$ cat src/rtl/led_pwm_pkg.sv
// Shared types for the LED PWM array: channel mode encoding and its width.
package led_pwm_pkg;

  localparam int MODE_W = 2;

  typedef enum logic [MODE_W-1:0] {
    MODE_OFF     = 2'd0,
    MODE_ON      = 2'd1,
    MODE_BLINK   = 2'd2,
    MODE_BREATHE = 2'd3
  } mode_e;

endpackage

$ cat src/rtl/led_pwm_array_if.sv
// Configuration write port: valid/ready handshake carrying channel, mode and duty.
interface led_pwm_array_if #(
  parameter int DUTY_W = 8
);
  import led_pwm_pkg::*;

  logic              wr_valid;
  logic              wr_ready;
  logic [3:0]        wr_addr;
  mode_e             wr_mode;
  logic [DUTY_W-1:0] wr_duty;

  modport master (output wr_valid, wr_addr, wr_mode, wr_duty, input wr_ready);
  modport slave  (input wr_valid, wr_addr, wr_mode, wr_duty, output wr_ready);

endinterface

$ cat src/rtl/pwm_timebase.sv
// Shared timebase: free-running dim counter, blink prescaler, blink phase and period-wrap strobe.
module pwm_timebase #(
  parameter int DUTY_W    = 8,
  parameter int BLINK_DIV = 1 << 22
) (
  input  logic              clk_i,
  input  logic              reset_ni,
  output logic [DUTY_W-1:0] dim_cnt_o,
  output logic              blink_tick_o,
  output logic              blink_ph_o,
  output logic              period_wrap_o
);

  localparam int                PRE_W   = $clog2(BLINK_DIV);
  localparam logic [PRE_W-1:0]  PRE_MAX = PRE_W'(BLINK_DIV - 1);

  logic [DUTY_W-1:0] dim_cnt_q;
  logic [PRE_W-1:0]  pre_q;
  logic              blink_ph_q;

  // Both strobes are high on the cycle before their counter wraps, so state
  // keyed off them changes on the same edge the counter returns to 0.
  assign blink_tick_o  = (pre_q == PRE_MAX);
  assign period_wrap_o = &dim_cnt_q;
  assign dim_cnt_o     = dim_cnt_q;
  assign blink_ph_o    = blink_ph_q;

  always_ff @(posedge clk_i or negedge reset_ni) begin
    if (!reset_ni) begin
      dim_cnt_q  <= '0;
      pre_q      <= '0;
      blink_ph_q <= 1'b1;
    end else begin
      dim_cnt_q <= dim_cnt_q + DUTY_W'(1);
      pre_q     <= blink_tick_o ? '0 : pre_q + PRE_W'(1);
      if (blink_tick_o) begin
        blink_ph_q <= ~blink_ph_q;
      end
    end
  end

endmodule

$ cat src/rtl/led_pwm_array.sv
// Per-channel PWM LED driver (OFF/ON/BLINK) with a one-deep write shadow applied at period wrap.
// BREATHE mode and its level/direction state are built only when LED_PWM_BREATHE_EN is defined.
module led_pwm_array
  import led_pwm_pkg::*;
#(
  parameter int CHANNELS  = 4,
  parameter int DUTY_W    = 8,
  parameter int BLINK_DIV = 1 << 22
) (
  input  logic                clk,
  input  logic                reset,
  input  logic [CHANNELS-1:0] en,
  led_pwm_array_if.slave      wr,
  output logic [CHANNELS-1:0] led_n
);

  logic [DUTY_W-1:0]   dim_cnt;
  logic                blink_ph;
  logic                period_wrap;

  mode_e               mode_q    [CHANNELS];
  logic [DUTY_W-1:0]   duty_q    [CHANNELS];
  logic [DUTY_W-1:0]   eff_duty  [CHANNELS];
  logic                pend_q;
  logic [3:0]          sh_addr_q;
  mode_e               sh_mode_q;
  logic [DUTY_W-1:0]   sh_duty_q;
  logic [CHANNELS-1:0] led_n_q;
  logic [CHANNELS-1:0] led_n_d;
  logic [CHANNELS-1:0] hit;
  logic                accept;
  logic                apply;

`ifdef LED_PWM_BREATHE_EN
  logic                blink_tick;
  logic [DUTY_W-1:0]   level_q [CHANNELS];
  logic [CHANNELS-1:0] fall_q;
  logic [CHANNELS-1:0] up_c;
`endif

  pwm_timebase #(
    .DUTY_W    (DUTY_W),
    .BLINK_DIV (BLINK_DIV)
  ) u_timebase (
    .clk_i         (clk),
    .reset_ni      (reset),
    .dim_cnt_o     (dim_cnt),
`ifdef LED_PWM_BREATHE_EN
    .blink_tick_o  (blink_tick),
`else
    .blink_tick_o  (),
`endif
    .blink_ph_o    (blink_ph),
    .period_wrap_o (period_wrap)
  );

  // Out-of-range addresses complete the handshake but never occupy the shadow.
  assign wr.wr_ready = !pend_q;
  assign accept      = wr.wr_valid && !pend_q && ({1'b0, wr.wr_addr} < 5'(CHANNELS));
  assign apply       = pend_q && period_wrap;

  always_comb begin
    hit = '0;
    for (int ch = 0; ch < CHANNELS; ch++) begin
      hit[ch] = apply && (sh_addr_q == 4'(ch));
    end
  end

  always_ff @(posedge clk or negedge reset) begin
    if (!reset) begin
      pend_q    <= 1'b0;
      sh_addr_q <= '0;
      sh_mode_q <= MODE_OFF;
      sh_duty_q <= '0;
      for (int ch = 0; ch < CHANNELS; ch++) begin
        mode_q[ch] <= MODE_OFF;
        duty_q[ch] <= '0;
      end
    end else begin
      if (accept) begin
        pend_q    <= 1'b1;
        sh_addr_q <= wr.wr_addr;
        sh_mode_q <= wr.wr_mode;
        sh_duty_q <= wr.wr_duty;
      end else if (apply) begin
        pend_q <= 1'b0;
      end
      for (int ch = 0; ch < CHANNELS; ch++) begin
        if (hit[ch]) begin
          mode_q[ch] <= sh_mode_q;
          duty_q[ch] <= sh_duty_q;
        end
      end
    end
  end

`ifdef LED_PWM_BREATHE_EN
  // Step direction: climb toward duty, descend toward 0, turning at either end.
  always_comb begin
    up_c = '0;
    for (int ch = 0; ch < CHANNELS; ch++) begin
      up_c[ch] = fall_q[ch] ? (level_q[ch] == '0) : (level_q[ch] != duty_q[ch]);
    end
  end

  always_ff @(posedge clk or negedge reset) begin
    if (!reset) begin
      fall_q <= '0;
      for (int ch = 0; ch < CHANNELS; ch++) begin
        level_q[ch] <= '0;
      end
    end else begin
      for (int ch = 0; ch < CHANNELS; ch++) begin
        if (hit[ch]) begin
          if (sh_mode_q != mode_q[ch]) begin
            level_q[ch] <= '0;
            fall_q[ch]  <= 1'b0;
          end
        end else if (blink_tick && (mode_q[ch] == MODE_BREATHE)) begin
          if (level_q[ch] > duty_q[ch]) begin
            level_q[ch] <= duty_q[ch];
            fall_q[ch]  <= 1'b1;
          end else if (duty_q[ch] != '0) begin
            if (up_c[ch]) begin
              level_q[ch] <= level_q[ch] + DUTY_W'(1);
              fall_q[ch]  <= ((level_q[ch] + DUTY_W'(1)) == duty_q[ch]);
            end else begin
              level_q[ch] <= level_q[ch] - DUTY_W'(1);
              fall_q[ch]  <= (level_q[ch] != DUTY_W'(1));
            end
          end
        end
      end
    end
  end
`endif

  always_comb begin
    led_n_d = '1;
    for (int ch = 0; ch < CHANNELS; ch++) begin
      eff_duty[ch] = '0;
      case (mode_q[ch])
        MODE_ON, MODE_BLINK: eff_duty[ch] = duty_q[ch];
`ifdef LED_PWM_BREATHE_EN
        MODE_BREATHE:        eff_duty[ch] = level_q[ch];
`endif
        default:             eff_duty[ch] = '0;
      endcase
      led_n_d[ch] = !(en[ch] && (dim_cnt < eff_duty[ch]) &&
                      ((mode_q[ch] != MODE_BLINK) || blink_ph));
    end
  end

  always_ff @(posedge clk or negedge reset) begin
    if (!reset) begin
      led_n_q <= '1;
    end else begin
      led_n_q <= led_n_d;
    end
  end

  assign led_n = led_n_q;

endmodule

$ cat src/flat_wrapper.sv
// flat-port wrapper written by rule: the top's interface ports become plain ports
module led_pwm_array_flat import led_pwm_pkg::*;
#(
  parameter int CHANNELS  = 4,
  parameter int DUTY_W    = 8,
  parameter int BLINK_DIV = 1 << 22
)
  (clk, reset, en, led_n, wr_wr_valid, wr_wr_addr, wr_wr_mode, wr_wr_duty, wr_wr_ready);
  led_pwm_array_if #(.DUTY_W(DUTY_W)) wr_i ();
  input  logic clk;
  input  logic reset;
  input  logic [CHANNELS-1:0] en;
  output logic [CHANNELS-1:0] led_n;
  input wire logic [$bits(wr_i.wr_valid)-1:0] wr_wr_valid;
  input wire logic [$bits(wr_i.wr_addr)-1:0] wr_wr_addr;
  input wire logic [$bits(wr_i.wr_mode)-1:0] wr_wr_mode;
  input wire logic [$bits(wr_i.wr_duty)-1:0] wr_wr_duty;
  output wire logic [$bits(wr_i.wr_ready)-1:0] wr_wr_ready;
  assign wr_i.wr_valid = wr_wr_valid;
  assign wr_i.wr_addr = wr_wr_addr;
  assign wr_i.wr_mode = wr_wr_mode;
  assign wr_i.wr_duty = wr_wr_duty;
  assign wr_wr_ready = wr_i.wr_ready;
  led_pwm_array #(.CHANNELS(CHANNELS), .DUTY_W(DUTY_W), .BLINK_DIV(BLINK_DIV)) u_core (.clk(clk), .reset(reset), .en(en), .wr(wr_i), .led_n(led_n));
endmodule
$ cat config.mk
export PLATFORM = sky130hd
export DESIGN_NAME = led_pwm_array_flat
export DESIGN_NICKNAME = d
export VERILOG_FILES = /design/src/rtl/led_pwm_pkg.sv /design/src/rtl/led_pwm_array_if.sv /design/src/rtl/pwm_timebase.sv /design/src/rtl/led_pwm_array.sv /design/src/flat_wrapper.sv
export SDC_FILE = /design/constraint.sdc
export NUM_CORES = 1
export LEC_CHECK = 0
export CAP_MARGIN = 20
export CORE_MARGIN = 4
export CORE_UTILIZATION = 50
export CTS_CLUSTER_DIAMETER = 80
export DETAILED_ROUTE_END_ITERATION = 6
export HOLD_SLACK_MARGIN = 0.02
export PLACE_DENSITY = 0.69
export SLEW_MARGIN = 20
export SYNTH_ARGS = -nofsm -noshare
export SYNTH_HDL_FRONTEND = slang
export SYNTH_SLANG_ARGS = --single-unit
$ cat constraint.sdc
create_clock -name clk -period 4.1 [get_ports clk]
set_input_delay 0.82 -clock clk [delete_from_list [all_inputs] [get_ports clk]]
set_output_delay 0.82 -clock clk [all_outputs]
set_load 0.005 [all_outputs]
==> metrics list <==
- Initial cell density of the core: roughly half
* Leading cell types by total area after synthesis: dfrtp_1 (47%), ha_1 (9.3%), mux2_2 (7.9%)
- Basic-gate share of the synthesized area counting and, or, nand and nor cells: between 10% and 20%
* Achievable frequency: about 0.44 GHz
- Power per cell area: ~380 mW/mm2
- The worst setup path is launched from a flop.
- Setup WS post-layout: 1.84 ns
* Share of flip-flops with an asynchronous set or reset after synthesis: 100%
- Slew Limit Headroom: 42.4%
- For this run, the register share of the synthesized area comes to 49.5%.
- For the final routed database, the setup TNS stands at 0 ns.
* IR Drop Worst-Case VDD: 0.264 mV
* Worst setup skew after layout: about 0.0098 ns
- For this run the aggregate overflow at the end of global routing stands at 0.
- Entering global routing, the biggest net connects between 60 and 70 pins.
- Number of max-cap violations: 0
- Clock-pin slew was measured on the worst setup and hold paths at 0.09 ns.
- In this run the number of H-tree levels came out at 3.
* Syn Nets: 414
* Setup crit end kind: flop
- Share of total power in sequential cells: 53.4%
- Count of antenna-violating nets left after detailed routing: 0
- The tightest hold path in the finished design has a slack of 0.499 ns.
* Dominant combinational cell family by area after synthesis: multiplexers
- Combinational logic is responsible for 6.6% of the overall power.
* Post-layout net count: 447
- For this run, the total global-route usage over all layers was measured as 16.8%.
- Standby leakage power: 2.37 nW
* Status: finished, final reports clean
- The number of hold violations in the final report was 0.
- Counting distinct cell types in the post-synthesis netlist gives 40.
* Overall die height: a little over 100 um
* Register-to-Register Setup Slack: 1.84 ns
- After layout, the worst path uses 55.1% of the clock period.
- The worst register-to-register path begins at u_core.mode_q[6].
* Clock tree sinks: 90
* Number of filler cells placed in the layout: 700
- In the routed layout, each cell is associated on average with a via count of roughly 5.6.
* Global placer's final weighted congestion: 0.825
* Critical Path RT: approximately 4.3 ns
- Switching power: about 0.46 mW
* Post-synthesis cell type with the largest combined area: dfrtp_1
- After clock tree synthesis, the repair step resized 0 gates.
- Post-synthesis compound-gate area fraction: 5.13%
- Synthesized area per cell: 12.7 um2
* Share of final-layout standard cells stronger than drive strength 1: between 20% and 30%
- Syn-to-layout area delta: 13.8%
- Switching share of power: 23.3%
- The smallest clock period supported by the final layout is computed as 2.26 ns.
- Yosys mapped a number of flops with a built-in enable equal to 0.
* Clock tree from TritonCTS: done
- Setup repair after global routing left no endpoint under its margin.
- In the synthesized netlist, the cells that appear most often are dfrtp_1 (85), ha_1 (34), mux2_2 (32), nand2b_1 (32), mux2_4 (20).
* Buffers inserted during post-CTS setup optimization: 0
- For the worst-skew pair, the clock arrives at the later sink with an insertion delay of 0.35 ns.
- The die covers 0.0107 mm2.
- For the worst setup path, the data arrival time is 2.48 ns.
- DR WL/cell: 17.0 um
- Vias in the first global route: 2865
- After Yosys synthesis, XOR and XNOR cells account for 4.61% of the synthesized area.
- Maximum clock path buffer count: 2
- Setup WS pre-CTS: 1.83 ns
* Top flip-flop cell by instance count after synthesis: dfrtp_1
- Once placement completed, the tool counted placed cells totaling 489.
- Final cell count without fillers: 505
- Before antenna repair, the detailed router went through 4 iterations.
* Synthesized flop and latch total: 90
- In this run the worst path has a maximum fanout of 8.
- The clock network burns 40.0% of the power.
- At the pin with the least slew margin, the transition time is 0.863 ns.
* Total number of yosys warnings: 0
- Number of buffers added by the clock tree synthesis step: 9
- The finished cells cover 0.00519 mm2.
- Mapped Cells: approximately 360
- After synthesis, the largest area contributor takes up 46.6% of total cell area.
* Die W: 104 um
- Port buffering added 25 buffers.
- Sum of net half-perimeters after detailed placement: 6.21 mm
* Global-route wire length before repair: 14.5 mm
- Hold buffers post-CTS: 0
- Diodes inserted: 0
- Internal power comes to between 1.5 and 2 mW.
* Setup-failing EPs final: 0
* Post-DP Area: 0.00493 mm2
- The mapped netlist covers about 0.0046 mm2.
- Worst hold-check path type: reg -> reg
- The critical path starts at u_core.mode_q[6].
* Worst Setup Path Type: reg -> reg
- Count of pins over their slew limit: 0
- Share of cell area taken by muxes after synthesis: 14.9%
- Number of ports placed on the die boundary: 26
- Startpoint of the most critical hold path: u_core.u_timebase.pre_q[14]
- Core footprint: about 0.0088 mm2
* Number of violations reported at the end of detailed-routing iteration 0: 92
- Adder and majority gate portion of the synthesized area: 9.32%
* Clock tree root driver cell: clkbuf_8
- Summing over every cut layer, the via total after detailed routing is around 2.8k.
- DRC violation count after routing: 0
- Library cell with the highest instance count after synthesis: dfrtp_1
- Total number of placement rows: 34
* Drt total wl: 8.61 mm
* Initial antenna violation count: 0
-- power groups by stage --
stage / Clock (mW) / Combinational [mW] / Sequential (mW)
after floorplan: 0 / 0.0810 / 1.02
after global placement: 0 / 0.130 / 1.07
after detailed placement: 0 / 0.132 / 1.07
after CTS: 0.804 / 0.133 / 1.05
after global routing: 0.839 / 0.146 / 1.07
final: 0.789 / 0.129 / 1.05
-- path summary, 6_finish.rpt --
| check | to | depth (start not counted) |
|---|---|---|
| max | u_core.led_n[0] | 7 |
| min | u_core.u_timebase.pre_q[14] | 1 |
| max in group asynchronous | u_core.led_n[1] | 2 |
| min in group asynchronous | u_core.duty_q[2] | 1 |
| max reg2reg | u_core.led_n[0] | 7 |
| min reg2reg | u_core.u_timebase.pre_q[14] | 1 |
-- layer usage --
metal | vias up | wire [um] | part of all wire, % | track usage, %
li1 | 1365 | - | - | -
met1 | 1397 | 4450 | 52 | 24.8
met2 | 48 | 3760 | 44 | 25.3
met3 | 13 | 231 | 2.7 | 2.67
met4 | 0 | 163 | 1.9 | 6.08
met5 | - | 0 | 0 | 0
-- layout make-up --
type | instances | area (um2) | area share, %
repair buffers | 27 | 263 | 5.06
clock inverters | 5 | 125 | 2.41
clock buffers | 11 | 141 | 2.72
multi-input cells | 252 | 2220 | 42.8
inverters | 12 | 45.0 | 0.867
flip-flops and latches | 90 | 2260 | 43.5
well taps | 108 | 135 | 2.60
-- state kept, by name (all words and copies together) (netlist names) --
register / count
u_core.u_timebase.blink_ph_o: 1
u_core.sh_duty_q: 8
u_core.pend_q: 1
u_core.duty_q: 32
u_core.sh_addr_q: 4
u_core.u_timebase.dim_cnt_o: 8
u_core.sh_mode_q: 2
u_core.led_n: 4
u_core.mode_q: 8
u_core.u_timebase.pre_q: 22
-- worst max-delay path, cell delays in order, from the launching register on --
cell	delay (ns)
dfrtp_1	0.35
inv_1	0.05
ha_1	0.38
nand2b_1	0.19
ha_1	0.29
a21o_1	0.18
a2111oi_0	0.41
o21ai_0	0.28
-- logic make-up (layout without fill, tap and decap cells) --
group                    after synthesis  in the layout
adder cells (fa/ha/maj)               34             34
flip-flops                            90             90
buffers and inverters                 17             55
AO/OA/AOI/OAI                         33             33
AND/OR/NAND/NOR                      107            107
XOR/XNOR                              24             24
multiplexers                          54             54
-- layout by cell type, fill, tap and decap left out, types with 3 or more instances in the layout --
cell and count:
xnor2_1 17, o21bai_1 4, ha_1 34, nand2b_1 32, clkdlybuf4s50_1 24, bufinv_16 4, and4_1 3, nor4b_1 4
o21ai_0 9, dfstp_2 5, nor2b_1 7, mux2_4 20, a211oi_1 5, nor3_1 7, o2111ai_1 4, dfrtp_1 85
nand4_1 6, inv_1 12, nand3_1 9, clkbuf_8 10, a21o_1 5, nor4_1 4, buf_4 3, nor2_1 10
mux2_2 32, nand2_1 12, xor2_1 7, a2111oi_0 4
-- per-stage QoR --
| step | power, mW | utilization, % |
|---|---|---|
| CTS | 1.99 | 59.0 |
| global placement | 1.20 | 55.9 |
| global route | 2.06 | 59.0 |
| floorplan | 1.10 | - |
| finish | 1.97 | 59.0 |
| detailed placement | 1.20 | 55.9 |
No activity file was read; power rests on OpenSTA's default activity.
